$ cat config.mk
export PLATFORM = sky130hd
export DESIGN_NAME = fir_channel_scheduler
export DESIGN_NICKNAME = d
export VERILOG_FILES = /design/src/rtl/fir_channel_scheduler.sv
export SDC_FILE = /design/constraint.sdc
export NUM_CORES = 1
export LEC_CHECK = 0
export BUFFER_PORTS_ARGS = -buffer_cell sky130_fd_sc_hd__buf_2
export CAP_MARGIN = 30
export CORE_MARGIN = 4
export CORE_UTILIZATION = 40
export CTS_BUF_LIST = sky130_fd_sc_hd__clkbuf_4 sky130_fd_sc_hd__clkbuf_8 sky130_fd_sc_hd__clkbuf_16
export CTS_CLUSTER_SIZE = 16
export DETAILED_ROUTE_END_ITERATION = 7
export GPL_TIMING_DRIVEN = 0
export PLACE_DENSITY = 0.73
export SETUP_SLACK_MARGIN = 0.15
export SYNTH_ARGS = -nofsm -noshare
export SYNTH_HDL_FRONTEND = slang
export SYNTH_SLANG_ARGS = --single-unit
$ cat constraint.sdc
create_clock -name aclk -period 2.8 [get_ports aclk]
set_input_delay 0.56 -clock aclk [delete_from_list [all_inputs] [get_ports aclk]]
set_output_delay 0.56 -clock aclk [all_outputs]
set_load 0.01 [all_outputs]
$ cat src/rtl/fir_channel_scheduler.sv
// fir_channel_scheduler: front end for the multi-channel symmetric FIR.
// Merges N_CHANNELS AXI-Stream sources into one tid-tagged stream through a
// round-robin arbiter and one output register. A coefficient-reload sequencer
// stalls input, drains the filter and then copies HALF_N words from the
// shadow bank into the filter's coefficient write port.
// Optional build macro: PKT_LOCK_EN keeps a granted channel until its tlast
// beat is accepted, so packets are never interleaved.
module fir_channel_scheduler #(
    parameter int N_CHANNELS       = 4,
    parameter int DATA_WIDTH       = 16,
    parameter int HALF_N           = 16,
    parameter int TID_WIDTH        = $clog2(N_CHANNELS),
    parameter int COEFF_WIDTH      = 16,
    parameter int COEFF_ADDR_WIDTH = $clog2(HALF_N),
    parameter int DRAIN_CYCLES     = 12
) (
    input  logic                             aclk,
    input  logic                             aresetn,
    input  logic [N_CHANNELS-1:0]            s_axis_tvalid,
    output logic [N_CHANNELS-1:0]            s_axis_tready,
    input  logic [N_CHANNELS*DATA_WIDTH-1:0] s_axis_tdata,
    input  logic [N_CHANNELS-1:0]            s_axis_tlast,
    output logic                             m_axis_tvalid,
    input  logic                             m_axis_tready,
    output logic [DATA_WIDTH-1:0]            m_axis_tdata,
    output logic [TID_WIDTH-1:0]             m_axis_tid,
    output logic                             m_axis_tlast,
    input  logic                             reload_req,
    output logic                             reload_done,
    output logic [COEFF_ADDR_WIDTH-1:0]      shadow_rd_addr,
    input  logic [COEFF_WIDTH-1:0]           shadow_rd_data,
    output logic                             coeff_wr_en,
    output logic [COEFF_ADDR_WIDTH-1:0]      coeff_wr_addr,
    output logic [COEFF_WIDTH-1:0]           coeff_wr_data,
    output logic [1:0]                       sched_state
);

    localparam int DCNT_W = $clog2(DRAIN_CYCLES + 1);
    localparam int LCNT_W = $clog2(HALF_N + 1);

    localparam logic [TID_WIDTH:0]   NCH        = (TID_WIDTH+1)'(N_CHANNELS);
    localparam logic [TID_WIDTH-1:0] LAST_CH    = TID_WIDTH'(N_CHANNELS - 1);
    localparam logic [DCNT_W-1:0]    DRAIN_LAST = DCNT_W'(DRAIN_CYCLES - 1);
    localparam logic [LCNT_W-1:0]    LOAD_LAST  = LCNT_W'(HALF_N);

    typedef enum logic [1:0] {
        ST_RUN   = 2'b00,
        ST_DRAIN = 2'b01,
        ST_LOAD  = 2'b10
    } state_t;

    state_t                      r_state;
    state_t                      w_state_nxt;

    logic [TID_WIDTH-1:0]        r_ptr;
    logic                        r_tvalid;
    logic [DATA_WIDTH-1:0]       r_tdata;
    logic [TID_WIDTH-1:0]        r_tid;
    logic                        r_tlast;

    logic [DCNT_W-1:0]           r_drain_cnt;
    logic [LCNT_W-1:0]           r_load_cnt;
    logic                        r_wr_en;
    logic [COEFF_ADDR_WIDTH-1:0] r_wr_addr;
    logic                        r_done;

    logic [TID_WIDTH-1:0]        w_rr_grant;
    logic                        w_rr_any;
    logic [TID_WIDTH-1:0]        w_grant;
    logic                        w_any;
    logic                        w_slot_free;
    logic                        w_accept;
    logic [N_CHANNELS-1:0]       w_tready;
    logic [DATA_WIDTH-1:0]       w_gdata;
    logic                        w_glast;
    logic                        w_gvalid_lock;
    logic                        w_release;
    logic [COEFF_ADDR_WIDTH-1:0] w_rd_addr;

`ifdef PKT_LOCK_EN
    logic                        r_locked;
    logic [TID_WIDTH-1:0]        r_lock_ch;
`endif

    // Round-robin search: first requesting channel at or above the pointer, wrapping.
    always_comb begin
        logic [TID_WIDTH:0] w_sum;
        w_rr_grant = '0;
        w_rr_any   = 1'b0;
        w_sum      = '0;
        for (int i = N_CHANNELS - 1; i >= 0; i--) begin
            w_sum = {1'b0, r_ptr} + (TID_WIDTH+1)'(i);
            if (w_sum >= NCH) w_sum = w_sum - NCH;
            if (s_axis_tvalid[w_sum[TID_WIDTH-1:0]]) begin
                w_rr_any   = 1'b1;
                w_rr_grant = w_sum[TID_WIDTH-1:0];
            end
        end
    end

    // Valid bit of the locked channel, selected without a variable-width index.
    always_comb begin
        w_gvalid_lock = 1'b0;
        for (int k = 0; k < N_CHANNELS; k++) begin
`ifdef PKT_LOCK_EN
            if (r_lock_ch == TID_WIDTH'(k)) w_gvalid_lock = s_axis_tvalid[k];
`else
            w_gvalid_lock = 1'b0;
`endif
        end
    end

    // Final grant: a held packet lock overrides the round-robin choice.
`ifdef PKT_LOCK_EN
    assign w_grant   = r_locked ? r_lock_ch : w_rr_grant;
    assign w_any     = r_locked ? w_gvalid_lock : w_rr_any;
    // A reload may start only once no packet is open after this edge.
    assign w_release = !r_locked || (w_accept && w_glast);
`else
    assign w_grant   = w_rr_grant;
    assign w_any     = w_rr_any | (w_gvalid_lock & 1'b0);
    assign w_release = 1'b1;
`endif

    assign w_slot_free = !r_tvalid || m_axis_tready;
    assign w_accept    = (r_state == ST_RUN) && w_slot_free && w_any;

    // Per-channel ready and the granted channel's data/last, one-hot by grant.
    always_comb begin
        w_tready = '0;
        w_gdata  = '0;
        w_glast  = 1'b0;
        for (int k = 0; k < N_CHANNELS; k++) begin
            if (w_grant == TID_WIDTH'(k)) begin
                w_tready[k] = (r_state == ST_RUN) && w_slot_free && w_any;
                w_gdata     = s_axis_tdata[k*DATA_WIDTH +: DATA_WIDTH];
                w_glast     = s_axis_tlast[k];
            end
        end
    end

    // Output register; the pointer moves past the winner on every accepted beat.
    always_ff @(posedge aclk or negedge aresetn) begin
        if (!aresetn) begin
            r_tvalid <= 1'b0;
            r_tdata  <= '0;
            r_tid    <= '0;
            r_tlast  <= 1'b0;
            r_ptr    <= '0;
        end else begin
            if (w_accept) begin
                r_tvalid <= 1'b1;
                r_tdata  <= w_gdata;
                r_tid    <= w_grant;
                r_tlast  <= w_glast;
                r_ptr    <= (w_grant == LAST_CH) ? '0 : w_grant + 1'b1;
            end else if (m_axis_tready) begin
                r_tvalid <= 1'b0;
            end
        end
    end

`ifdef PKT_LOCK_EN
    // Packet lock: set by a non-last beat, released by the tlast beat.
    always_ff @(posedge aclk or negedge aresetn) begin
        if (!aresetn) begin
            r_locked  <= 1'b0;
            r_lock_ch <= '0;
        end else if (w_accept) begin
            r_locked  <= !w_glast;
            r_lock_ch <= w_grant;
        end
    end
`endif

    // Scheduler state register.
    always_ff @(posedge aclk or negedge aresetn) begin
        if (!aresetn) r_state <= ST_RUN;
        else          r_state <= w_state_nxt;
    end

    // Next state: reload_req is only looked at in RUN, so it behaves as a level.
    always_comb begin
        w_state_nxt = r_state;
        case (r_state)
            ST_RUN:   if (reload_req && w_release) w_state_nxt = ST_DRAIN;
            ST_DRAIN: if (!r_tvalid && r_drain_cnt == DRAIN_LAST) w_state_nxt = ST_LOAD;
            ST_LOAD:  if (r_load_cnt == LOAD_LAST) w_state_nxt = ST_RUN;
            default:  w_state_nxt = ST_RUN;
        endcase
    end

    // Drain timer counts idle cycles once the output register is empty.
    always_ff @(posedge aclk or negedge aresetn) begin
        if (!aresetn)                  r_drain_cnt <= '0;
        else if (r_state != ST_DRAIN)  r_drain_cnt <= '0;
        else if (r_tvalid)             r_drain_cnt <= '0;
        else                           r_drain_cnt <= r_drain_cnt + 1'b1;
    end

    // Read address is the load cycle count while reads are still outstanding.
    assign w_rd_addr = ((r_state == ST_LOAD) && (r_load_cnt < LOAD_LAST))
                     ? r_load_cnt[COEFF_ADDR_WIDTH-1:0] : '0;

    // Load sequencer: a write trails each read by the shadow bank's one-cycle latency.
    always_ff @(posedge aclk or negedge aresetn) begin
        if (!aresetn) begin
            r_load_cnt <= '0;
            r_wr_en    <= 1'b0;
            r_wr_addr  <= '0;
            r_done     <= 1'b0;
        end else begin
            r_done <= (r_state == ST_LOAD) && (r_load_cnt == LOAD_LAST);
            if (r_state == ST_LOAD && r_load_cnt != LOAD_LAST) begin
                r_load_cnt <= r_load_cnt + 1'b1;
                r_wr_en    <= 1'b1;
                r_wr_addr  <= w_rd_addr;
            end else begin
                r_load_cnt <= '0;
                r_wr_en    <= 1'b0;
                r_wr_addr  <= '0;
            end
        end
    end

    assign s_axis_tready  = w_tready;
    assign m_axis_tvalid  = r_tvalid;
    assign m_axis_tdata   = r_tdata;
    assign m_axis_tid     = r_tid;
    assign m_axis_tlast   = r_tlast;
    assign reload_done    = r_done;
    assign shadow_rd_addr = w_rd_addr;
    assign coeff_wr_en    = r_wr_en;
    assign coeff_wr_addr  = r_wr_addr;
    assign coeff_wr_data  = r_wr_en ? shadow_rd_data : '0;
    assign sched_state    = r_state;

endmodule

-- Yosys cells after proc, flatten, opt, wreduce, memory -nomap -nowiden
Cells that the tools add are included.
- memories kept: 0
- word-level logic and storage cells: 100
- RAM bits: 0
- register bits after elaboration: 39
- ROM bits: 0
- latch bits: 0
- $add $sub $neg: 10
- $lt $le $gt $ge: 9
- equal/unequal tests: 12
- reduce and logical (&&, ||, !) cells: 12
- div/mod/pow operators: 0
- bitwise gates (word level): 0
- shift operators: 0
- multiply operators: 0
- muxes and demuxes: 46
- operators with widths (cell ; number):
    two-way mux 16 bit ; 5
    two-way mux 2 bit ; 12
    two-way mux 1 bit ; 19
    two-way mux 4 bit ; 4
    < comparator 2 x 3 -> 1 bit (second input constant) ; 4
    >= comparator 3 bit (second input constant) ; 3
    binary-select mux 1 bit (select 2 bit) ; 4
    subtractor 2 x 1 -> 2 bit (second input constant) ; 4
    adder 2 x 2 -> 3 bit (second input constant) ; 2
    equality test 2 bit (second input constant) ; 3
    logical AND 1 bit ; 6
    one-hot mux 2 bit (3 select lines) ; 1
    adder 5 x 1 -> 5 bit (second input constant) ; 1
    equality test 5 bit (second input constant) ; 1
    < comparator 5 bit (second input constant) ; 1
    two-way mux 5 bit ; 1
    != test 5 bit (second input constant) ; 1
    adder 4 x 1 -> 4 bit (second input constant) ; 1
    equality test 2 x 1 -> 1 bit (second input constant) ; 2
    equality test 4 bit (second input constant) ; 1
    zero test 2 bit ; 2
    != test 2 x 1 -> 1 bit (second input constant) ; 2
    != test 2 bit (second input constant) ; 2
    adder 2 x 1 -> 3 bit (second input constant) ; 1
    other kinds (6) ; 6

-- Longest topological paths before layout
- depth in word-level cells: 14
- depth in mapped cells: 9
- depth with buffers taken out: 7

-- Worst setup path before layout
No wires, ideal clock.
- kind: input to output
- start: input port s_axis_tvalid[1]
- end: output port s_axis_tready[3]
- path buffers: 2
- slack: 0.317 ns
- arrival time: 1.923 ns
- stages on the path: 7
- data required time: 2.240 ns
- path through: nor2b_1 > nor3_1 > and2_1 > ha_1 > clkbuf_1 > clkbuf_1 > and2_1
- word-level cells in the longest chain between the ends: 8
- elaborated cells between the ends (all ways): 19
- ends and longest elaborated chain (item ; RTL line ; RTL):
    from (decl) ; 19 ; input logic [N_CHANNELS-1:0] s_axis_tvalid,
    binary-select mux 1 bit (select 2 bit) ; 94 ; if (s_axis_tvalid[w_sum[TID_WIDTH-1:0]]) begin
    two-way mux 1 bit (not written as such) ; 94 ;
    two-way mux 2 bit (3 in series) ; 94 ;
    two-way mux 2 bit (*) ; 94 ;
    via w_grant[1] ; 69 ; logic [TID_WIDTH-1:0] w_grant;
    equality test 2 bit (*) ; 134 ; if (w_grant == TID_WIDTH'(k)) begin
    two-way mux 1 bit (*) ; 134 ;
    to (decl) ; 20 ; output logic [N_CHANNELS-1:0] s_axis_tready,
Mark *: on every way through the listed nets, which the timed path passes. The rest lies on a longest branch. The select of a mux whose other input is x is not followed.

-- Worst setup path in the final report
- start: register r_ptr[1]
- end: output port s_axis_tready[0]
- word-level cells in the longest chain between the ends: 11
- elaborated cells between the ends (all ways): 34
- ends and longest elaborated chain (item ; RTL line ; RTL):
    from (decl) ; 55 ; logic [TID_WIDTH-1:0] r_ptr;
    from (signal assigned) ; 156 ; r_ptr <= (w_grant == LAST_CH) ? '0 : w_grant + 1'b1;
    adder 2 x 2 -> 3 bit ; 92 ; w_sum = {1'b0, r_ptr} + (TID_WIDTH+1)'(i);
    >= comparator 3 bit or subtractor 2 x 1 -> 2 bit (tied branches) ; 93 ; if (w_sum >= NCH) w_sum = w_sum - NCH;
    two-way mux 2 bit ; 93 ;
    binary-select mux 1 bit (select 2 bit) ; 94 ;
    two-way mux 1 bit (not written as such) ; 94 ;
    two-way mux 2 bit or two-way mux 1 bit (tied branches) (4 in series) ; 94 ;
    zero test 2 bit or logical AND 1 bit (tied branches) ; 134, 135 ;
    two-way mux 1 bit (*) ; 134 ;
Every way passes the cells marked *; elsewhere a longest branch is shown, timed or not. The select of a mux whose other input is x is not followed.

==> summary.md <==
| Metric | Value |
|---|---|
| Outcome | `finished clean` |
| Layout cells sized above 1 | `43.1%` |
| DP Cell Count | `500` |
| Peak Freq | `0.381 GHz` |
| Post-DRT Antenna Nets | `0` |
| Most common cell after layout, fill and taps aside | `buf_2` |
| Cell chain of the critical path | `a21boi_2, nor2_1, or3_4, ha_1, buf_6, and2_1, buf_2` |
| Synth warn | `0` |
| Cell Count, Final, Fillers Out | `518` |
| Worst hold slack | `0.391 ns` |
| CP Class | `reg -> out` |
| Relative slew slack | `42.0%` |
| Synthesized Nets | `381` |
| Sink Count | `39` |
| Worst-path fanout max | `8` |
| Die extent in y | `86.4 um` |
| Worst min-delay path class | `in -> async` |
| First-pass GRT wire length | `11600 um` |
| Minimum clock period | `2.62 ns` |
| Slowest cell on crit path | `dfrtp_2` |
| Tcrit/Tclk final | `93.7%` |
| Setup violations, final | `0` |
| Post-synthesis compound-gate area fraction | `21.8%` |
| CTS Buf Count | `5` |
| Cell area after synthesis | `2460 um2` |
| Final Slew Violations | `0` |
| Least-Margin Pin Slew | `0.870 ns` |
| Cell Pwr Density | `836 nW/um2` |
| Worst Path Arrival | `2.06 ns` |
| WP buf/inv | `2` |
| Maxcap violations | `0` |
| Residual DRC count | `0` |
| Final hold violations | `0` |
| Setup crit end kind | `primary output` |
| Post-Synth Simple-Gate Area | `23.5%` |
| Mux contribution to synthesized area | `1.02%` |
| Syn Inst Count | `282` |
| Number of global-route vias before repair | `2594` |
| Synth cell types | `36` |
| CP delay by family, top | `simple AND/OR/NAND/NOR gates` |
| Avg Cell Area, Syn | `8.71 um2` |
| # IOs | `144` |
| Maximum vdd drop | `0.000572 V` |
| Clk slew on worst S/H paths | `0.07 ns` |
| Xor/xnor share of the synthesized area | `1.78%` |
| Antenna fix cells | `0` |
| Main combinational cell family by area after synthesis | `simple AND/OR/NAND/NOR gates` |
| Worst-skew pair later-pin latency | `0.28 ns` |
| Post-synthesis sequential area ratio | `39.7%` |
| Leakage | `0.00182 uW` |
| CTS Buffer Depth | `2` |
| Placeable core area | `5960 um2` |
| Total power | `2980 uW` |
| Starting Density | `41.2%` |
| Clock root cell | `clkbuf_8` |
| CP Launch Type | `register` |
| DR WL/cell | `14.3 um` |
| Final Net Count | `542` |
| IO buf count | `143` |
| Drt total wl | `7410 um` |
| Utilization after layout | `59.9%` |
| CP peak stage delay | `0.46 ns` |
| Worst Clk Skew | `0.00450 ns` |
| Gr ovfl total | `0` |
| CTS tree | `built` |
| Post-DP HPWL | `5600 um` |
| Post-CTS Hold Buffers | `0` |
| Largest net degree at the start of global routing | `40` |
| Commonest non-fill, non-tap cells in the layout | `buf_2, dfrtp_1, a31oi_1` |
| Synth Area in Adders | `3.57%` |
| Die ar. | `7460 um2` |
| Seq cells post-synth | `39` |
| Die X | `86.4 um` |
| DR vias | `2691` |
| RSZ-0062 raised after global routing | `yes` |
| Initial antenna violation count | `0` |
| Initial DRC Count | `98` |
| Req. time, crit path | `2.24 ns` |
| # rows | `28` |
| Pre-antenna DRT Iters | `4` |
| All-Layer GR Usage | `19.2%` |
| GPL Wtd Cong | `0.801` |
| Depth of the CTS H-tree | `2` |
| Final TNS setup | `0 ns` |
| Vias per cell | `5.19` |
| Synth-to-layout area growth | `45.3%` |
[layer usage]
metal	GRT usage, %	share of wire, %
met3	6.56	12
met4	6.09	1.0
met5	0	0
met1	21.5	39
met2	34.0	48
[cell type report]
| type | count | area, um2 |
|---|---|---|
| clock buffer | 6 | 82.6 |
| timing repair buffer | 155 | 815 |
| tap | 75 | 93.8 |
| clock inverter | 1 | 5.00 |
| inverter | 24 | 90.1 |
| sequential | 39 | 977 |
| fill | 555 | 2390 |
| buffer | 24 | 165 |
| multi-input combinational | 194 | 1340 |
[cell families (layout without fill, tap and decap cells)]
logic type / count (synthesis) / in the layout
flops: 39 / 39
mux: 2 / 2
fa+ha+maj: 7 / 7
compound gates: 76 / 76
xor+xnor: 5 / 5
buf+inv: 49 / 210
simple gates: 104 / 104
[state kept, by name, indices dropped and copies added, names as in the netlist]
signal	cells
m_axis_tdata	16
r_load_cnt	5
coeff_wr_addr	4
r_drain_cnt	4
m_axis_tid	2
r_ptr	2
sched_state	2
coeff_wr_en	1
m_axis_tlast	1
m_axis_tvalid	1
reload_done	1
[Yosys cell counts (all sizes together)]
library cell / number / area, um2
a31oi: 35 / 219
nand4bb: 1 / 11.3
xor2: 3 / 26.3
nor3b: 2 / 15.0
nor2b: 1 / 6.26
buf: 8 / 57.6
or3: 1 / 6.26
nand4b: 1 / 8.76
a31o: 1 / 8.76
o32ai: 1 / 8.76
o41ai: 1 / 8.76
clkbuf: 17 / 63.8
nor2: 16 / 60.1
or2: 1 / 6.26
nand2: 22 / 82.6
nor3: 8 / 40.0
inv: 24 / 90.1
nand2b: 4 / 25.0
mux2: 1 / 15.0
xnor2: 2 / 17.5
nand3: 3 / 15.0
o21a: 1 / 7.51
or4: 1 / 11.3
a21oi: 17 / 85.1
nand3b: 17 / 128
a221o: 17 / 170
and3: 1 / 6.26
dfrtp: 39 / 976
a21boi: 1 / 7.51
ha: 7 / 87.6
and2: 25 / 156
o32a: 1 / 10.0
o2111ai: 1 / 8.76
mux2i: 1 / 10.0
[stage by stage]
stage                     setup WS, ns  area (um2)
after floorplan                  0.317        2460
after global placement          -0.238        3270
after detailed placement        -0.254        3270
after CTS                        0.128        3440
after global routing            0.0902        3570
final                            0.177        3570
[worst paths after layout]
check | start | end | slack [ns] | depth (start not counted)
hold reg to reg | r_drain_cnt[0] | r_drain_cnt[0] | 0.47 | 1
max in group asynchronous | aresetn | r_ptr[1] | 1.82 | 1
min in group aclk | r_drain_cnt[0] | r_drain_cnt[0] | 0.47 | 1
setup / recovery | r_ptr[1] | s_axis_tready[0] | 0.18 | 7
hold / removal | aresetn | coeff_wr_addr[0] | 0.39 | 1
setup reg to reg | r_ptr[1] | m_axis_tdata[15] | 0.39 | 9
[where the power goes]
group	internal (uW)	total (uW)	switching (uW)
Combinational	832	1700	868
Clock	193	378	185
Sequential	768	904	136
Total	1790	2980	1190
[what timing repair did]
item	4_1_cts	5_1_grt
gates resized for setup	23	17
setup endpoints to repair	4	5
pin swaps	3	5
gates cloned	0	0
buffers inserted	3	9
No activity file was read; power rests on OpenSTA's default activity.
